<file path="src/rtl/printer_cmd_regbank.sv">
// rtl/printer_cmd_regbank.sv - Avalon-MM register bank with move-command queue, axis settings, flags and temperatures
module printer_cmd_regbank #(
  parameter int N_AXES = 5,
  parameter int DEPTH  = 8,
  parameter int N_TEMP = 3,
  parameter int TEMP_W = 12,
  parameter int ADDR_W = 6
) (
  input  logic                       clk,
  input  logic                       reset,
  input  logic [ADDR_W-1:0]          avs_address,
  input  logic                       avs_write,
  input  logic [31:0]                avs_writedata,
  input  logic                       avs_read,
  output logic [31:0]                avs_readdata,
  output logic                       cmd_valid,
  input  logic                       cmd_ready,
  output logic [32*(N_AXES+4)-1:0]   cmd_data,
  output logic [32*3*N_AXES-1:0]     settings_out,
  input  logic [31:0]                flags_in,
  output logic [31:0]                flags_out,
  input  logic [TEMP_W*N_TEMP-1:0]   temp_in
);

  localparam int EW = 32 * (N_AXES + 4);
  localparam int PW = $clog2(DEPTH);
  localparam int CW = PW + 1;

  logic [31:0]       cmd_type, cmd_f, cmd_t, cmd_dt;
  logic [31:0]       cmd_axis  [N_AXES];
  logic [31:0]       max_speed [N_AXES];
  logic [31:0]       accel     [N_AXES];
  logic [31:0]       jerk      [N_AXES];
  logic [31:0]       flags_sticky;
  logic [TEMP_W-1:0] temp_q    [N_TEMP];

  logic [EW-1:0]     q_mem [DEPTH];
  logic [PW-1:0]     wr_ptr, rd_ptr;
  logic [CW-1:0]     count;
  logic              overflow;

  logic [31:0]       addr;
  logic [EW-1:0]     stage_vec;
  logic [31:0]       rdata;
  logic              ctrl_wr, commit, flush, clr_ovf, push, pop, full, empty;

  assign addr    = 32'(avs_address);
  assign ctrl_wr = avs_write && (addr == 32'h00);
  assign commit  = ctrl_wr && avs_writedata[0];
  assign flush   = ctrl_wr && avs_writedata[1];
  assign clr_ovf = ctrl_wr && avs_writedata[2];
  assign full    = (count == CW'(DEPTH));
  assign empty   = (count == '0);
  assign pop     = cmd_valid && cmd_ready;
  assign push    = commit && (!full || pop);

  assign cmd_valid = !empty;
  assign cmd_data  = q_mem[rd_ptr];

  // Snapshot layout matches cmd_data: {dt, t, f, axis[N_AXES-1..0], type}
  always_comb begin
    stage_vec = '0;
    stage_vec[31:0] = cmd_type;
    for (int i = 0; i < N_AXES; i++) stage_vec[32*(i+1) +: 32] = cmd_axis[i];
    stage_vec[32*(N_AXES+1) +: 32] = cmd_f;
    stage_vec[32*(N_AXES+2) +: 32] = cmd_t;
    stage_vec[32*(N_AXES+3) +: 32] = cmd_dt;
  end

  always_comb begin
    for (int i = 0; i < N_AXES; i++) begin
      settings_out[32*i +: 32]            = max_speed[i];
      settings_out[32*(N_AXES+i) +: 32]   = accel[i];
      settings_out[32*(2*N_AXES+i) +: 32] = jerk[i];
    end
  end

  always_comb begin
    rdata = '0;
    if (addr == 32'h00) rdata = {16'h0, 8'(count), 5'h0, overflow, full, empty};
    if (addr == 32'h01) rdata = flags_sticky;
    if (addr == 32'h02) rdata = flags_out;
    if (addr == 32'h03) rdata = cmd_type;
    if (addr == 32'h0C) rdata = cmd_f;
    if (addr == 32'h0D) rdata = cmd_t;
    if (addr == 32'h0E) rdata = cmd_dt;
    for (int i = 0; i < N_AXES; i++) begin
      if (addr == 32'(4 + i))    rdata = cmd_axis[i];
      if (addr == 32'(32 + i))   rdata = max_speed[i];
      if (addr == 32'(40 + i))   rdata = accel[i];
      if (addr == 32'(48 + i))   rdata = jerk[i];
    end
    for (int c = 0; c < N_TEMP; c++)
      if (addr == 32'(16 + c)) rdata = 32'(temp_q[c]);
  end

  always_ff @(posedge clk) begin
    if (reset) begin
      cmd_type     <= '0;
      cmd_f        <= '0;
      cmd_t        <= '0;
      cmd_dt       <= '0;
      flags_out    <= '0;
      flags_sticky <= '0;
      avs_readdata <= '0;
      for (int i = 0; i < N_AXES; i++) begin
        cmd_axis[i]  <= '0;
        max_speed[i] <= '0;
        accel[i]     <= '0;
        jerk[i]      <= '0;
      end
      for (int c = 0; c < N_TEMP; c++) temp_q[c] <= '0;
    end else begin
      if (avs_write) begin
        if (addr == 32'h02) flags_out <= avs_writedata;
        if (addr == 32'h03) cmd_type  <= avs_writedata;
        if (addr == 32'h0C) cmd_f     <= avs_writedata;
        if (addr == 32'h0D) cmd_t     <= avs_writedata;
        if (addr == 32'h0E) cmd_dt    <= avs_writedata;
        for (int i = 0; i < N_AXES; i++) begin
          if (addr == 32'(4 + i))  cmd_axis[i]  <= avs_writedata;
          if (addr == 32'(32 + i)) max_speed[i] <= avs_writedata;
          if (addr == 32'(40 + i)) accel[i]     <= avs_writedata;
          if (addr == 32'(48 + i)) jerk[i]      <= avs_writedata;
        end
      end
      // Incoming flags are OR'd after the W1C mask so a live flag survives its own clear
      if (avs_write && addr == 32'h01)
        flags_sticky <= (flags_sticky & ~avs_writedata) | flags_in;
      else
        flags_sticky <= flags_sticky | flags_in;
      for (int c = 0; c < N_TEMP; c++) temp_q[c] <= temp_in[TEMP_W*c +: TEMP_W];
      if (avs_read) avs_readdata <= rdata;
    end
  end

  always_ff @(posedge clk) begin
    if (reset) begin
      wr_ptr   <= '0;
      rd_ptr   <= '0;
      count    <= '0;
      overflow <= 1'b0;
    end else begin
      if (flush) begin
        wr_ptr <= '0;
        rd_ptr <= '0;
        count  <= '0;
      end else begin
        if (push) wr_ptr <= wr_ptr + 1'b1;
        if (pop)  rd_ptr <= rd_ptr + 1'b1;
        if (push && !pop)      count <= count + 1'b1;
        else if (pop && !push) count <= count - 1'b1;
      end
      if (commit && full && !pop && !flush) overflow <= 1'b1;
      else if (clr_ovf)                     overflow <= 1'b0;
    end
  end

  // Entry storage carries no reset so it can map onto RAM; validity comes from count
  always_ff @(posedge clk) begin
    if (push && !flush) q_mem[wr_ptr] <= stage_vec;
  end

endmodule
</file>
<file path="config.mk">
export PLATFORM = sky130hd
export DESIGN_NAME = printer_cmd_regbank
export DESIGN_NICKNAME = d
export VERILOG_FILES = /design/src/rtl/printer_cmd_regbank.sv
export SDC_FILE = /design/constraint.sdc
export NUM_CORES = 2
export LEC_CHECK = 0
export ABC_AREA = 1
export BUFFER_PORTS_ARGS = -buffer_cell sky130_fd_sc_hd__buf_2
export CAP_MARGIN = 15
export CORE_MARGIN = 3
export CORE_UTILIZATION = 29
export DETAILED_ROUTE_END_ITERATION = 8
export GPL_ROUTABILITY_DRIVEN = 0
export PLACE_DENSITY = 0.45
export SYNTH_ARGS = -nofsm -noshare
export SYNTH_HDL_FRONTEND = slang
export SYNTH_SLANG_ARGS = --single-unit
</file>
<file path="constraint.sdc">
create_clock -name clk -period 22.9 [get_ports clk]
set_input_delay 3.435 -clock clk [delete_from_list [all_inputs] [get_ports clk]]
set_output_delay 3.435 -clock clk [all_outputs]
set_load 0.02 [all_outputs]
</file>
==> Yosys cells after proc, flatten, opt, wreduce, memory -nomap -nowiden <==
Memories as Yosys holds them, arrays and structs flattened. A register that Yosys moved wholly into a read port is not among the register bits.
Cells that the tools add are included.
{ "op_classes": {"add_sub_neg": 4, "mux": 145, "n_eq_ne": 30, "n_bitwise": 27, "n_reduce_logical": 29} }
{ "ops": {"columns": ["operator", "count"], "rows": [
  ["$mux 32", 50],
  ["$eq 6x6->1 const B", 15],
  ["$mux 1", 87],
  ["$or 32x32->32", 2],
  ["$mux 12", 4],
  ["$and 32x32->32", 1],
  ["$logic_not 32->1", 1],
  ["$not 32->32", 1],
  ["$eq 6x3->1 const B", 4],
  ["$eq 6x4->1 const B", 4],
  ["$or 1x1->1", 23],
  ["$eq 6x5->1 const B", 3],
  ["$logic_and 1x1->1", 13],
  ["$eq 6x2->1 const B", 2],
  ["$reduce_and 2->1", 5],
  ["$mux 4", 2],
  ["$add 3x1->3 const B", 2],
  ["$eq 6x1->1 const B", 1],
  ["$mux 3", 2],
  ["$logic_not 1->1", 5],
  ["$add 4x1->4 const B", 1],
  ["$eq 4x4->1 const B", 1],
  ["$logic_not 4->1", 1],
  ["$reduce_bool 2->1", 2],
  ["3 further kinds", 3]
]} }
{ "totals": {"inputBits": 111, "mem_bits_rw": 2980, "n_memories": 6, "regBits": 235} }
{ "mem_list": {"columns": ["name", "depth", "word_bits", "read_ports", "rd_ports_with_merged_regs", "wr", "line", "rtl"], "rows": [
  ["q_mem", 8, 288, 1, 1, 1, "37", "logic [EW-1:0] q_mem [DEPTH];"],
  ["accel", 5, 32, 5, 0, 5, "32", "logic [31:0] accel [N_AXES];"],
  ["cmd_axis", 5, 32, 5, 0, 5, "30", "logic [31:0] cmd_axis [N_AXES];"],
  ["jerk", 5, 32, 5, 0, 5, "33", "logic [31:0] jerk [N_AXES];"],
  ["max_speed", 5, 32, 5, 0, 5, "31", "logic [31:0] max_speed [N_AXES];"],
  ["temp_q", 3, 12, 3, 0, 3, "35", "logic [TEMP_W-1:0] temp_q [N_TEMP];"]
]} }

==> Depth between registers and ports, before layout <==
{ "depth": {"word_depth": 31, "ltp_mapped": 22, "ltp_nobuf": 22} }

==> Worst setup path after synthesis <==
OpenSTA, ideal clock, no wires.
{ "synth_timing": {"path_type": "input port to flip-flop", "from": "in avs_address[3]", "to": "mem q_mem[0][0] in the netlist's numbering, enable pin", "n_path_buf": 0, "slack_ps": 5279, "stages": 8, "t_arrival_ps": 16678, "path_cell_list": "nor2_4 > nand2_1 > nor2_1 > nand2_1 > nor2_1 > nand2_1 > or2_2 > nor2_1"} }
{ "synth_via": {"elab_chain_len": 7, "word_cells_on_any_way": 9} }
{ "synth_lines": {"columns": ["item", "line", "rtl"], "rows": [
  ["start, declared", "11", "input logic [ADDR_W-1:0] avs_address,"],
  ["$logic_not 32->1 *", "48", "assign ctrl_wr = avs_write && (addr == 32'h00);"],
  ["$logic_and 1x1->1 *", "48", null],
  ["$logic_and 1x1->1, on equally long branches", "49, 50", null],
  ["$logic_and 1x1->1 / $logic_not 1->1 (equally long branches)", "55, 161", null],
  ["$logic_and 1x1->1 *", "161", "if (push && !flush) q_mem[wr_ptr] <= stage_vec;"],
  ["$mux 1 *", "161", null],
  ["$mux 1 (implied by the code) *", "161", null],
  ["end, declared", "37", null]
]} }
Every way passes the cells marked *; elsewhere a longest branch is shown, timed or not.

==> impl_metrics.py <==
metrics = {
    "run_status": {
        "status": "finished, final reports clean",
    },
    "timing": {
        "tns_ns": 0,
        "drv_slew": 0,
        "hold_violations": 0,
        "finalCritPeriodShare": 0.450,
        "relSlewSlack": 0.110,
        "setup_ws_ns": 12.59,
        "whs_ns": 0.472,
        "max_freq_ghz": 0.0970,
        "rsz0062_at_grt": "no",
        "finClkSkew_ns": 0.110,
        "setup_viol": 0,
        "worst_pin_slew_ns": 1.33,
        "fin_crit_ns": 10.31,
    },
    "place": {
        "post-place-ws_ns": 13.45,
        "hpwlAfterDp_mm": 414,
        "io_buffers": 943,
    },
    "layout": {
        "register_area_um2": 93900,
        "fillers": 41915,
        "fin_nets": 11079,
        "area_delta_synth_final_pct": 19.0,
        "drive_gt1_frac": 0.159,
        "multiInputGateArea_um2": 27100,
    },
    "yosys": {
        "avgSynthCellArea_um2": 12.3,
        "seq_area_frac_synth": 0.756,
        "synth_top_area_frac": 0.712,
        "synthMostInstantiatedCell": "edfxtp_1",
        "async_flop_share": 0,
        "synth_edf_count": 2944,
        "synthesis.area_um2": 124000,
        "synthDistinctLibCells": 40,
        "syn_nets": 10197,
        "synth_area_leaders": "edfxtp_1 71%, nor2_1 7.5%, o21ai_0 5.4%",
        "synth-seq-cells": 3218,
        "synth_common_cells": "2944 x edfxtp_1, 2468 x nor2_1, 1350 x o21ai_0",
        "synthCells": 10080,
        "synth_ff_type": "edfxtp_1",
        "synth_warnings": 0,
        "synth_top_area_cell": "edfxtp_1",
    },
    "clocking": {
        "cts_tree": "yes",
        "path_clk_slew_ns": 0.06,
        "cts-hold-fix-buffers": 0,
        "clockBufferDepth": 4,
        "cts_root_buf": "clkbuf_16",
        "htreeDepth": 5,
        "clk_latency_ns": 1.01,
        "cts_sinks": 3218,
        "cts_resized": 0,
        "postCtsSetupBuffers": 0,
        "cts_buffers": 358,
    },
    "worst_setup_path": {
        "worstPathCellList": "inv_8, buf_4, buf_4, buf_4, buf_4, o21ai_0, o22ai_1, nor2_1, a31oi_1, buf_2",
        "worstPathArrival_ns": 6.87,
        "required_ns": 19.47,
        "cp-end-kind": "output pin",
        "crit_fanout": 124,
        "startpoint_type": "flop",
        "path_class": "reg -> out",
        "cp_slowest_cell": "buf_4",
        "crit_path_frequent_cell": "buf_4",
        "critical-path-max-stage-delay_ns": 0.85,
    },
    "job": {
        "maxCapViolations": 0,
    },
    "global_route": {
        "grt_pass1_vias": 84028,
        "grt_max_degree": 220,
        "grt-ovfl-total": 0,
        "grt_first_pass_wirelength_mm": 778,
        "antenna_found_initial": 115,
        "track_usage": 0.263,
    },
    "die": {
        "start_util": 0.292,
        "die_y_um": 660,
        "fp.dieW_um": 660,
        "die_area_um2": 436000,
        "core_um2": 425000,
        "boundaryPins": 944,
        "num_rows": 239,
    },
    "pwr": {
        "p_leak_nw": 50.1,
        "power_density_nw_per_um2": 108,
        "power_mw": 15.9,
        "ir_drop_mv": 0.0937,
    },
    "worst_hold_path": {
        "hp-class": "reg -> reg",
    },
    "route": {
        "drt_iter0_markers": 11871,
        "drc": 0,
        "wl_per_cell_um": 35.1,
        "first_pass_iters": 8,
        "drt_wl_total_mm": 596,
        "via_count": 91292,
        "drtAntennaViolNets": 0,
        "via_per_inst": 5.37,
    },
}
[cell usage in the layout (no fill, tap or decap), drive strengths merged, types with 33 or more instances in the layout]
| master | count |
|---|---|
| or2 | 49 |
| clkinv | 146 |
| edfxtp | 2944 |
| nor2 | 2483 |
| buf | 1139 |
| o21ai | 1369 |
| inv | 358 |
| a31oi | 288 |
| a21oi | 324 |
| nand2 | 763 |
| clkbuf | 454 |
| diode | 65 |
| nand3 | 131 |
| nand4 | 149 |
| dfxtp | 274 |
| bufinv | 33 |
| o22ai | 296 |
[power breakdown]
| part | switching, mW | internal, mW |
|---|---|---|
| combinational | 2.60 | 0.806 |
| sequential | 0.211 | 6.47 |
| clock | 2.47 | 3.35 |
| total | 5.28 | 10.6 |
[cell type report]
cell class              count  area share
repair buffers           1139      0.0433
inverters                 342     0.00887
clock buffers             454      0.0649
multi-input cells        5903       0.184
clock inverters           212      0.0147
flip-flops and latches   3218       0.636
diodes                     65     0.00110
well taps                5663      0.0480
[stage by stage]
stage	instances	cell area (µm²)	util
after floorplan	10080	124000	-
after global placement	16261	136000	0.319
after detailed placement	16264	136000	0.319
after CTS	16930	148000	0.347
after global routing	16936	148000	0.347
final	16996	148000	0.347
[state kept, by name, indices dropped and copies added, names as in the netlist, 32 cells and up, named ones only]
name / cells
cmd_type: 32
cmd_axis: 160
flags_sticky: 32
cmd_t: 32
jerk: 160
q_mem: 2304
temp_q: 36
flags_out: 32
max_speed: 160
accel: 160
avs_readdata: 32
cmd_f: 32
cmd_dt: 32
[critical path, delay by kind of cell, from the launching register on]
family	cells	cell delay, ns
buffers and inverters	6	4.01
DFF	1	0.45
AOI/OAI and AO/OA	3	1.08
and+or+nand+nor	1	0.06
[final timing paths]
path / startpoint / endpoint / slack, ns / cells past startpoint
max: flop / cmd_data[267] / 12.59 / 10
min: avs_readdata[17]$_SDFFE_PP0P_ / avs_readdata[17]$_SDFFE_PP0P_ / 0.47 / 2
max reg2reg: count[0]$_SDFFE_PP0P_ / q_mem[5][126]$_DFFE_PP_ / 17.20 / 13
min reg2reg: avs_readdata[17]$_SDFFE_PP0P_ / avs_readdata[17]$_SDFFE_PP0P_ / 0.47 / 2
[layer usage]
layer  up-vias  global-route usage  wire, µm
li1      37987                   -         -
met1     47106               0.336    230000
met2      5072               0.398    260000
met3      1101              0.0704     61000
met4        26               0.164     45000
met5         -                   0       179
[kinds of logic after synthesis]
family | Yosys count | share of synthesized area
buffers and inverters | 959 | 0.0293
flip-flops | 3218 | 0.756
adder cells (fa/ha/maj) | 6 | 0.000665
AO/OA/AOI/OAI | 2287 | 0.0983
XOR/XNOR | 2 | 0.000141
AND/OR/NAND/NOR | 3608 | 0.115
Note: power is estimated with default switching activity, not from simulation.
